[config.mk]
export PLATFORM = sky130hd
export DESIGN_NAME = mem_arbiter
export DESIGN_NICKNAME = d
export VERILOG_FILES = /design/src/rtl/brisc_pkg.sv /design/src/rtl/rr_arb2.sv /design/src/rtl/mem_arbiter.sv
export SDC_FILE = /design/constraint.sdc
export NUM_CORES = 1
export LEC_CHECK = 0
export BUFFER_PORTS_ARGS = -buffer_cell sky130_fd_sc_hd__buf_2
export CAP_MARGIN = 20
export CORE_AREA = 2 2 104 106
export DETAILED_ROUTE_END_ITERATION = 8
export DIE_AREA = 0 0 106 108
export REMOVE_ABC_BUFFERS = 1
export SKIP_LAST_GASP = 1
export SYNTH_ARGS = -nofsm -noshare
export SYNTH_HDL_FRONTEND = slang
export SYNTH_HIERARCHICAL = 1
export SYNTH_SLANG_ARGS = --single-unit
[constraint.sdc]
create_clock -name clk -period 2.6 [get_ports clk]
set_input_delay 0.52 -clock clk [delete_from_list [all_inputs] [get_ports clk]]
set_output_delay 0.52 -clock clk [all_outputs]
set_load 0.01 [all_outputs]
[src/rtl/brisc_pkg.sv]
// Shared definitions for the brisc memory subsystem.
// Provides port indices, arbiter FSM encodings, bus widths and the access-legality check.
package brisc_pkg;

   localparam int ADDR_W = 32;
   localparam int DATA_W = 32;

   localparam logic PORT_IF = 1'b0;
   localparam logic PORT_D  = 1'b1;

   typedef enum logic {
      ST_IDLE = 1'b0,
      ST_RESP = 1'b1
   } arb_state_t;

   typedef struct packed {
      logic port;
      logic err;
      logic was_write;
   } resp_t;

   // An access is illegal when it is misaligned or its word would extend past the RAM.
   function automatic logic access_err(input logic [ADDR_W-1:0] addr,
                                       input logic [ADDR_W-1:0] limit);
      return (addr[1:0] != 2'b00) || (addr > limit);
   endfunction

endpackage

[src/rtl/rr_arb2.sv]
// Two-way round-robin arbiter: a lone requester wins at once, and on a tie
// the port that did not win last time gets the grant.
module rr_arb2
   import brisc_pkg::*;
(
   input  logic       clk,
   input  logic       rst_n,
   input  logic [1:0] req,
   output logic [1:0] gnt,
   output logic       sel
);

   logic last;

   always_comb begin
      gnt = 2'b00;
      sel = PORT_IF;
      if (rst_n) begin
         unique case (req)
            2'b01:   gnt = 2'b01;
            2'b10:   gnt = 2'b10;
            2'b11:   gnt = (last == PORT_D) ? 2'b01 : 2'b10;
            default: gnt = 2'b00;
         endcase
         sel = gnt[1] ? PORT_D : PORT_IF;
      end
   end

   // Reset leaves the pointer on the data port so fetch wins the first tie.
   always_ff @(posedge clk) begin
      if (!rst_n) begin
         last <= PORT_D;
      end else if (|gnt) begin
         last <= sel;
      end
   end

endmodule

[src/rtl/mem_arbiter.sv]
// Arbitrates a read-only fetch port and a read/write data port onto one
// single-ported RAM with registered read data, one grant per cycle.
module mem_arbiter
   import brisc_pkg::*;
#(
   parameter int SZ = 4096
) (
   input  logic              clk,
   input  logic              rst_n,
   input  logic              if_req,
   input  logic [ADDR_W-1:0] if_addr,
   output logic              if_gnt,
   output logic              if_rvalid,
   output logic              if_err,
   output logic [DATA_W-1:0] if_rdata,
   input  logic              d_req,
   input  logic              d_we,
   input  logic [ADDR_W-1:0] d_addr,
   input  logic [DATA_W-1:0] d_wdata,
   output logic              d_gnt,
   output logic              d_rvalid,
   output logic              d_err,
   output logic [DATA_W-1:0] d_rdata,
   output logic              ram_w_en,
   output logic [ADDR_W-1:0] ram_addr,
   output logic [DATA_W-1:0] ram_data_in,
   input  logic [DATA_W-1:0] ram_data_out
);

   localparam logic [ADDR_W-1:0] LIMIT = ADDR_W'(SZ - 4);

   logic [1:0]  gnt;
   logic        sel;
   logic        any_gnt;
   logic        cur_err;
   logic        cur_write;
   arb_state_t  state;
   arb_state_t  state_next;
   resp_t       resp;
   resp_t       resp_next;

   rr_arb2 u_rr_arb2 (
      .clk   (clk),
      .rst_n (rst_n),
      .req   ({d_req, if_req}),
      .gnt   (gnt),
      .sel   (sel)
   );

   assign if_gnt  = gnt[0];
   assign d_gnt   = gnt[1];
   assign any_gnt = |gnt;

   // Drive the winning access straight onto the RAM; errors never write.
   always_comb begin
      ram_addr    = (sel == PORT_D) ? d_addr : if_addr;
      ram_data_in = d_wdata;
      cur_err     = access_err(ram_addr, LIMIT);
      cur_write   = (sel == PORT_D) && d_we;
      ram_w_en    = any_gnt && cur_write && !cur_err;
   end

   always_comb begin
      state_next = state;
      resp_next  = resp;
      unique case (state)
         ST_IDLE: if (any_gnt) state_next = ST_RESP;
         ST_RESP: if (!any_gnt) state_next = ST_IDLE;
         default: state_next = ST_IDLE;
      endcase
      if (any_gnt) begin
         resp_next.port      = sel;
         resp_next.err       = cur_err;
         resp_next.was_write = cur_write;
      end
   end

   always_ff @(posedge clk) begin
      if (!rst_n) begin
         state <= ST_IDLE;
         resp  <= '0;
      end else begin
         state <= state_next;
         resp  <= resp_next;
      end
   end

   // Response outputs are gated by reset so a pending response is never seen.
   always_comb begin
      if_rvalid = 1'b0;
      d_rvalid  = 1'b0;
      if_err    = 1'b0;
      d_err     = 1'b0;
      if_rdata  = '0;
      d_rdata   = '0;
      if (rst_n && state == ST_RESP) begin
         if (resp.port == PORT_IF) begin
            if_rvalid = 1'b1;
            if_err    = resp.err;
            if (!resp.err && !resp.was_write) if_rdata = ram_data_out;
         end else begin
            d_rvalid = 1'b1;
            d_err    = resp.err;
            if (!resp.err && !resp.was_write) d_rdata = ram_data_out;
         end
      end
   end

endmodule

[Word-level counts from Yosys, hierarchy flattened]
Cells that the tools add are included.
Word-level totals
  memories: 0
  bits in latches: 0
  output and inout bits: 135
  bits of input ports: 133
  RAM bits: 0
  ROM bits: 0
  logic and storage cells: 41
  bits in registers: 5
Cells by class
  multiply operators: 0
  muxes and demuxes: 21
  order comparisons: 1
  shifts and indexed selects: 0
  equal/unequal tests: 3
  $add $sub $neg: 0
  div/mod/pow operators: 0
  bitwise operators: 0
  reduce and logical (&&, ||, !) cells: 11
Operators by type and width (count)
  32-bit 2-to-1 mux: 6
  32-bit by 12-bit > comparator with 1-bit output, second input constant: 1
  1-bit 2-to-1 mux: 11
  2-bit 2-to-1 mux: 3
  2-bit one-hot mux with 3 select lines: 1
  1-bit logical AND: 5
  2-bit == test, second input constant: 2
  1-bit logical NOT: 3
  2-bit by 1-bit == test with 1-bit output, second input constant: 1
  2-bit nonzero test: 1
  2-bit OR reduction: 1
  1-bit logical OR: 1

[Logic depth before layout (Yosys ltp)]
Gate-level depths: netlist of the first run.
  depth in word-level cells: 10
  mapped depth: 7
  gate-level depth less buffers: 6

[By module]
Netlist of the first run, hierarchy kept.
By module, submodules not included
  mem_arbiter: cells each 187, seq. area each 80.1 um^2, instances 1, area each 1382.6 um^2
  rr_arb2: cells each 8, seq. area each 20.0 um^2, instances 1, area each 60.1 um^2

[Least setup slack after synthesis of the first run]
OpenSTA, ideal clock, no wires.
  kind: input to output
  start point: in rst_n
  end point: out ram_addr[0]
  slack: 0.590 ns
  stages: 5
  required time: 2.080 ns
  path buffers: 2
  arrival time: 1.490 ns
  cells stage by stage: nand2_1 -> a21oi_1 -> buf_6 -> buf_2 -> mux2_2
Between the ends
  longest elaborated chain between the ends: 2
Ends and longest elaborated chain
  from (decl): RTL line mem_arbiter.sv:9  | input logic rst_n,
  1-bit 2-to-1 mux: RTL line rr_arb2.sv:18  | if (rst_n) begin
  via sel: RTL line mem_arbiter.sv:33  | logic sel;
  32-bit 2-to-1 mux: RTL line mem_arbiter.sv:56  | ram_addr = (sel == PORT_D) ? d_addr : if_addr;
  to (decl): RTL line mem_arbiter.sv:25  | output logic [ADDR_W-1:0] ram_addr,
The timed path passes the listed nets, and every way through them passes these cells.

[Final worst setup path of the first run]
  start point: in rst_n
  end point: out ram_w_en
Between the ends
  longest elaborated chain between the ends: 6
  elaborated cells between the ends (all ways): 11
  classes of those cells: 1 x order compare; 3 x mux; 7 x reduce/logical
Ends and longest elaborated chain
  1-bit 2-to-1 mux: RTL line rr_arb2.sv:18
  32-bit 2-to-1 mux: RTL line mem_arbiter.sv:56
  32-bit by 12-bit > comparator with 1-bit output / 2-bit nonzero test (equally long branches): RTL line brisc_pkg.sv:25  | return (addr[1:0] != 2'b00) || (addr > limit);
  1-bit logical OR: RTL line brisc_pkg.sv:25
  1-bit logical NOT: RTL line mem_arbiter.sv:60  | ram_w_en = any_gnt && cur_write && !cur_err;
  1-bit logical AND (*): RTL line mem_arbiter.sv:60
  to (decl): RTL line mem_arbiter.sv:24  | output logic ram_w_en,
Mark *: on every way between the ends. The rest lies on a longest branch, timed or not.

==> flow_summary.yaml, run 1 <==
grt:
  grt_pass1_wl_mm: 10.3
  gr-usage-all-layers: 0.118
  antenna_found_initial: 0
  grt_max_degree: 65
  first_global_vias: 1901
  grt-ovfl-total: 0
worst_hold_path:
  holdPathStages: 2
  holdPathEnd: "resp[2]"
  hold_path_class: "register to register"
  hp-start: "resp[2]"
placement:
  dp_slack_ns: 0.174
  port_buffers: 203
  hpwl_mm: 6.52
  dpl_cell_area_mm2: 0.00239
  place_inst: 493
  gp_congestion: 0.735
status:
  status: "complete, no violations"
detailed_routing:
  wl_mm: 7.43
  drc: 0
  ant_nets: 0
  firstDrtPassIters: 4
  viasPerCell: 4.24
  via_count: 2108
  routedWlPerCell_um: 15.0
  drtIter0Drc: 171
clock_network:
  post-cts-setup-buffers: 0
  root_buffer: "clkbuf_8"
  h-tree-depth: 1
  clock_latency_ns: 0.22
  cts_buffer_depth: 2
  cts.clk_slew.worst_paths_ns: 0.04
  cts_tree: "done"
  post_cts_resized: 0
  clkSinkCount: 5
  numCtsBuffers: 3
  cts_hold_buf: 0
final_layout:
  area_growth_pct: 68.8
  diodes: 0
  drive_gt1_frac: 0.701
  design_area_mm2: 0.00243
  stdcell_count: 497
  fin_nets: 495
sta:
  setup_viol: 0
  period_needed_ns: 2.34
  hold_violations: 0
  slew_headroom: 0.714
  setup_tns_ns: 0
  rsz0062_at_grt: "false"
  final-max-slew-violation-count: 0
  min_period_over_period: 0.898
  fmax_ghz: 0.428
  fin_hold_ws_ns: 0.490
  worstMarginPinSlew_ns: 0.428
  setup_ws_ns: 0.265
  clock_skew_ns: 0.00476
setup_path:
  crit_start: "rst_n"
  r2r_cells: 6
  criticalPathCategory: "primary input to output pin"
  worstSetupEndpointType: "output pin"
  cp_max_fo: 8
  slowest_stage: "nor4b_1"
  required_ns: 2.08
  reg2reg_from: "u_rr_arb2/last"
  cpPeakStageDelay_ns: 0.31
  r2r-end: "resp[0]"
  worstSetupStartpointType: "primary input"
  cp_cell_sequence: "buf_2, nand2_1, a21oi_4, nor4b_1, nand4_1, nand2_1, and3_1, buf_2"
  worstPathArrival_ns: 1.82
  r2r_slack_ns: 1.07
power_and_ir_drop:
  p_leak_nw: 1.62
  vdd_drop_max_mv: 0.0876
  p_per_area_mw_per_mm2: 214
yosys:
  synth-seq-cells: 5
  yosysWarnings: 6
  seq_area_frac_synth: 0.0694
  netlist_instances: 195
  synth.distinct_cells: 25
  avgSynthCellArea_um2: 7.40
  syn_area_mm2: 0.00144
floorplanning:
  initial_core_util: 0.141
  fp-row-count: 37
  dieArea_mm2: 0.0114
  ios: 268
  die_h_um: 108
  dieWidth_um: 106
  core-area_mm2: 0.0102
flow_run:
  maxCapViolations: 0
cell families (layout without fill, tap and decap cells):
logic type | Yosys count | count (layout) | share of synthesized area
buffers and inverters | 50 | 216 | 0.230
multiplexers | 32 | 32 | 0.250
flip-flops | 5 | 5 | 0.0694
AO/OA/AOI/OAI | 6 | 6 | 0.0234
AND/OR/NAND/NOR | 102 | 102 | 0.428
how the worst max path moves through the flow:
stage          endpoint  slack [ns]  cells past startpoint
2_1_floorplan  ram_w_en       -1.20                      5
3_3_place_gp   ram_w_en        0.27                      7
3_5_place_dp   ram_w_en        0.17                      8
4_1_cts        ram_w_en        0.17                      8
5_1_grt        ram_w_en        0.02                      8
6_report       ram_w_en        0.26                      8
cells in the mapped netlist, drive strengths merged:
cell,instances,area (um^2)
and3,68,425
buf,42,299
mux2,32,360
clkbuf,8,32.5
nor2,7,31.3
nor4,7,50.1
dfxtp,5,100
nand2,5,18.8
and2,3,18.8
nand4,3,18.8
a21oi,2,10.0
nand2b,2,12.5
nand3,2,10.0
nor3,2,10.0
o21ai,2,10.0
a21boi,1,7.51
a31oi,1,6.26
nor2b,1,6.26
nor4b,1,8.76
or2,1,6.26
where the power goes:
part	switching (W)	internal, W	leakage (nW)
Combinational	0.000141	0.000150	1.55
Sequential	0.00000428	0.0000816	0.0412
Clock	0.0000400	0.000103	0.0255
Total	0.000185	0.000335	1.62
cell usage in the layout, fill, tap and decap left out, drive strengths merged:
master	instances
a21boi	1
a21oi	2
a31oi	1
and2	3
and3	68
buf	212
clkbuf	3
clkinv	1
dfxtp	5
mux2	32
nand2	5
nand2b	2
nand3	2
nand4	3
nor2	7
nor2b	1
nor3	2
nor4	7
nor4b	1
o21ai	2
or2	1
through the flow:
step / power, W / utilization
global route: 0.000557 / 0.238
global placement: 0.000375 / 0.233
finish: 0.000520 / 0.238
floorplan: 0.000210 / -
detailed placement: 0.000381 / 0.233
CTS: 0.000528 / 0.238
flip-flops by register name, summed over array words and instances, names as in the netlist:
signal / cells
state: 1
resp: 3
u_rr_arb2/last: 1
worst max-delay path: cells and delay by family:
kind	cells	cell delay [ns]
AOI/OAI and AO/OA	1	0.25
buffers and inverters	2	0.23
and+or+nand+nor	5	0.83
cell type report:
class                      instances  area (um^2)
sequential                         5          100
fill                            1102         7800
multi-input combinational        140         1020
timing repair buffer             212         1100
tap                              136          170
clock inverter                     1         5.00
clock buffer                       3         41.3
routing by layer:
metal  vias to the layer above  part of all wire  GRT usage
met1                       896              0.40      0.139
met5                         -            0.0083     0.0580
met4                         2           0.00054     0.0141
met3                         4              0.17     0.0651
li1                       1005                 -          -
met2                       201              0.43      0.189
Note: power is estimated with default switching activity, not from simulation.
==> run 2, diff against run 1 <==
CELL_PAD_IN_SITES_DETAIL_PLACEMENT = 1   (was default)
CELL_PAD_IN_SITES_GLOBAL_PLACEMENT = 1   (was default)
PLACE_DENSITY_LB_ADDON = 0.1   (was default)
==> run 2 against run 1 <==
Cell area is 1.3% lower. First-iteration DRC count down 42%. Clock power about the same. Via count rose by 2.5%. Cell count decreased by 0.80%. Register-to-register slack improved by 0.02 ns. Clock skew is 0.0033 ns lower. Global-route usage up 0.99 points. Maximum frequency grew 0.84%. Largest cell class unchanged.
==> flow_summary.yaml, run 2 (synthesis gave the netlist of run 1 again) <==
sta:
  worstMarginPinSlew_ns: 0.479
  setup_viol: 0
  rsz0062_at_grt: "false"
  final-max-slew-violation-count: 0
  setup_tns_ns: 0
  hold_violations: 0
  clock_skew_ns: 0.00150
  slew_headroom: 0.680
  period_needed_ns: 2.32
  min_period_over_period: 0.891
  fmax_ghz: 0.432
power_and_ir_drop:
  p_sw_w: 0.000185
  p_leak_nw: 1.60
  intPower_w: 0.000333
  combPwrFrac: 0.560
  netSwitchingFraction: 0.357
  clkPwrFrac: 0.274
  p_per_area_mw_per_mm2: 216
  seq_power_share: 0.167
  vdd_drop_max_mv: 0.0802
setup_path:
  r2r_slack_ns: 1.09
  required_ns: 2.08
  cp_max_fo: 9
  worstSetupEndpointType: "output pin"
  slowest_stage: "nor4b_1"
  r2r-end: "resp[0]"
  reg2reg_from: "u_rr_arb2/last"
  criticalPathCategory: "primary input to output pin"
  cp_cell_sequence: "buf_2, nand2_1, a21oi_4, nor4b_1, nand4_1, nand2_1, and3_1, buf_2"
  worstSetupStartpointType: "primary input"
  worstPathArrival_ns: 1.80
  r2r_cells: 6
  cpPeakStageDelay_ns: 0.27
floorplanning:
  die_h_um: 108
  initial_core_util: 0.141
  dieArea_mm2: 0.0114
  fp-row-count: 37
  ios: 268
  dieWidth_um: 106
  core-area_mm2: 0.0102
grt:
  first_global_vias: 2167
  gr-usage-all-layers: 0.128
  antenna_found_initial: 0
  grt_pass1_wl_mm: 11.5
  grt_max_degree: 65
  grt-ovfl-total: 0
worst_hold_path:
  hp-start: "resp[2]"
  holdPathEnd: "resp[2]"
  hold_path_class: "register to register"
  holdPathStages: 2
clock_network:
  post-cts-setup-buffers: 0
  cts.clk_slew.worst_paths_ns: 0.04
  post_cts_resized: 0
  cts_buffer_depth: 2
  root_buffer: "clkbuf_8"
  clock_latency_ns: 0.22
  clkSinkCount: 5
  cts_hold_buf: 0
  numCtsBuffers: 3
  cts_tree: "done"
  h-tree-depth: 1
flow_run:
  maxCapViolations: 0
placement:
  hpwl_mm: 6.72
  gp_congestion: 0.747
  port_buffers: 203
final_layout:
  area_growth_pct: 66.6
  largest_reg_flops: 3
  drive_gt1_frac: 0.695
  diodes: 0
  mostFrequentLayoutCell: "buf_2"
  reg_top3: "resp (3), state (1), u_rr_arb2/last (1)"
  fin_nets: 491
  fillers: 1308
  regMostFlops: "resp"
  mostFrequentLayoutCells: "buf_2 (203), and3_1 (68), mux2_2 (32)"
  final_util: 0.235
detailed_routing:
  via_count: 2161
  wl_mm: 7.90
  drtIter0Drc: 100
  firstDrtPassIters: 4
  ant_nets: 0
  viasPerCell: 4.38
  routedWlPerCell_um: 16.0
  drc: 0
status:
  status: "complete, no violations"
-- run 2: cell types whose count changed in the layout (fill, tap and decap cells not counted), sizes merged --
cell | before | now
clkinv | 1 | 0
clkbuf | 3 | 4
buf | 212 | 208
-- run 2: power groups by stage --
stage,Combinational (W),Clock [W],Sequential [W]
2_1_floorplan,0.000125,0,0.0000852
3_3_place_gp,0.000294,0,0.0000873
3_5_place_dp,0.000293,0,0.0000874
4_1_cts,0.000294,0.000145,0.0000865
5_1_grt,0.000320,0.000153,0.0000871
6_report,0.000290,0.000142,0.0000864
-- run 2: layout make-up --
class / instances / area (um^2) / share of cell area
Timing Repair Buffer: 208 / 1070 / 0.444
Multi-Input combinational cell: 140 / 1020 / 0.425
Tap cell: 136 / 170 / 0.0708
Sequential cell: 5 / 100 / 0.0416
Clock buffer: 4 / 45.0 / 0.0187
-- run 2: worst max path at each step --
| stage | startpoint | end | slack [ns] |
|---|---|---|---|
| after floorplan | rst_n | ram_w_en | -1.20 |
| final | rst_n | ram_w_en | 0.28 |
| after global routing | rst_n | ram_w_en | 0.08 |
| after CTS | rst_n | ram_w_en | 0.23 |
| after detailed placement | rst_n | ram_w_en | 0.24 |
| after global placement | rst_n | ram_w_en | 0.28 |
-- run 2: worst max-delay path: cells and delay by family --
kind | cells | cell delay, ns
AND/OR/NAND/NOR | 5 | 0.76
buffers and inverters | 2 | 0.29
AO/OA/AOI/OAI | 1 | 0.22
-- run 2: metal layers --
layer	GRT usage	up-vias	wire length (um)
met4	0.0216	2	59
met2	0.217	204	3460
li1	-	996	-
met3	0.0802	6	1410
met1	0.134	953	2900
met5	0.0491	-	77
-- run 2: stage by stage --
| step | setup WS (ns) | hold slack (ns) | instance area, um^2 | std cells | power (W) |
|---|---|---|---|---|---|
| finish | 0.284 | 0.498 | 2400 | 493 | 0.000518 |
| floorplan | -1.20 | 0.459 | 1110 | 145 | 0.000210 |
| global placement | 0.276 | 0.486 | 2360 | 489 | 0.000381 |
| detailed placement | 0.238 | 0.491 | 2360 | 489 | 0.000381 |
| global route | 0.0813 | 0.514 | 2400 | 493 | 0.000560 |
| CTS | 0.231 | 0.501 | 2400 | 493 | 0.000526 |
==> run 3, diff against run 2 <==
CORE_AREA = 2 2 105 107   (was 2 2 104 106)
DIE_AREA = 0 0 107 109   (was 0 0 106 108)
clock period = 2.55 ns   (was 2.6 ns; I/O delays follow)
==> run 3 against run 2 <==
Utilization shrank 0.72 points. Register-to-register slack worse by 0.03 ns. Cell area up 0.47%. Largest cell class unchanged. Largest power group unchanged.
==> flow_summary.yaml, run 3 (synthesis gave the netlist of run 1 again) <==
sta:
  clock_skew_ns: 0.000210
  setup_viol: 0
  slew_headroom: 0.690
  worstMarginPinSlew_ns: 0.464
  rsz0062_at_grt: "false"
  final-max-slew-violation-count: 0
  min_period_over_period: 0.919
  fmax_ghz: 0.427
  hold_violations: 0
  period_needed_ns: 2.34
  fin_hold_ws_ns: 0.498
detailed_routing:
  wl_mm: 8.30
  via_count: 2142
  ant_nets: 0
  drtIter0Drc: 121
  firstDrtPassIters: 4
  routedWlPerCell_um: 16.6
  viasPerCell: 4.29
  drc: 0
grt:
  grt-ovfl-total: 0
  first_global_vias: 2056
  grt_max_degree: 65
  gr-usage-all-layers: 0.130
  antenna_found_initial: 1
  grt_pass1_wl_mm: 11.6
clock_network:
  cts_buffer_depth: 2
  clkSinkCount: 5
  h-tree-depth: 1
  root_buffer: "clkbuf_8"
  post-cts-setup-buffers: 0
  cts.clk_slew.worst_paths_ns: 0.04
  clock_latency_ns: 0.22
  numCtsBuffers: 3
  cts_tree: "done"
final_layout:
  fin_nets: 493
  largest_reg_flops: 3
  area_growth_pct: 67.4
  diodes: 0
  reg_top3: "resp (3), state (1), u_rr_arb2/last (1)"
  mostFrequentLayoutCells: "buf_2 (203), and3_1 (68), mux2_2 (32)"
  drive_gt1_frac: 0.696
  mostFrequentLayoutCell: "buf_2"
  regMostFlops: "resp"
  stdcell_count: 499
flow_run:
  maxCapViolations: 0
placement:
  hpwl_mm: 7.13
  port_buffers: 203
  place_inst: 495
  gp_congestion: 0.767
floorplanning:
  fp-row-count: 38
  initial_core_util: 0.136
  dieWidth_um: 107
  die_h_um: 109
  ios: 268
  core-area_mm2: 0.0106
  dieArea_mm2: 0.0117
setup_path:
  criticalPathCategory: "primary input to output pin"
  cp_max_fo: 9
  worstSetupStartpointType: "primary input"
  worstPathArrival_ns: 1.83
  worstSetupEndpointType: "output pin"
  required_ns: 2.04
power_and_ir_drop:
  p_per_area_mw_per_mm2: 221
  vdd_drop_max_mv: 0.0982
  p_leak_nw: 1.61
  power_w: 0.000534
status:
  status: "complete, no violations"
worst_hold_path:
  hold_path_class: "register to register"
## run 3: cell types whose count changed in the layout (fill, tap and decap cells not counted), sizes merged
cell	previous run	this run
buf	208	210
## run 3: report_power, final
part	switching (W)	internal (W)
Combinational	0.000148	0.000150
Clock	0.0000409	0.000107
Sequential	0.00000429	0.0000833
## run 3: path summary, 6_finish.rpt
path	depth (start not counted)	slack, ns	end	start
max	8	0.21	ram_w_en	rst_n
min	2	0.50	resp[2]	resp[2]
max reg2reg	6	1.06	resp[0]	u_rr_arb2/last
min reg2reg	2	0.50	resp[2]	resp[2]
## run 3: timing repair
| action | 4_1_cts | 5_1_grt |
|---|---|---|
| gates resized for setup | 0 | 1 |
| endpoints found under the setup margin | 0 | 1 |
| hold buffers | 0 | 0 |
## run 3: stage by stage
step / utilization / worst slack [ns] / cell area (um^2) / setup TNS, ns
3_3_place_gp: 0.223 / 0.178 / 2370 / 0
3_5_place_dp: 0.223 / 0.0735 / 2370 / 0
6_report: 0.228 / 0.208 / 2410 / 0
4_1_cts: 0.227 / 0.0613 / 2410 / 0
5_1_grt: 0.228 / 0.0147 / 2410 / 0
2_1_floorplan: - / -1.23 / 1110 / -35.24
## run 3: layout make-up
class	count	area, um^2
Fill cell	1360	8190
Clock buffer	4	45.0
Tap cell	140	175
Timing Repair Buffer	210	1070
Sequential cell	5	100
Multi-Input combinational cell	140	1020
## run 3: layer usage
metal,track usage,part of all wire,vias up
li1,-,-,997
met1,0.151,0.38,928
met2,0.196,0.41,203
met3,0.0867,0.19,10
met4,0.0250,0.0096,4
met5,0.0446,0.010,-
## run 3: critical path, stage by stage
cell and delay (ns):
buf_2 0.16, nand2_1 0.10, a21oi_4 0.25, nor4b_1 0.27, nand4_1 0.12, nand2_1 0.11
and3_1 0.16, buf_2 0.13
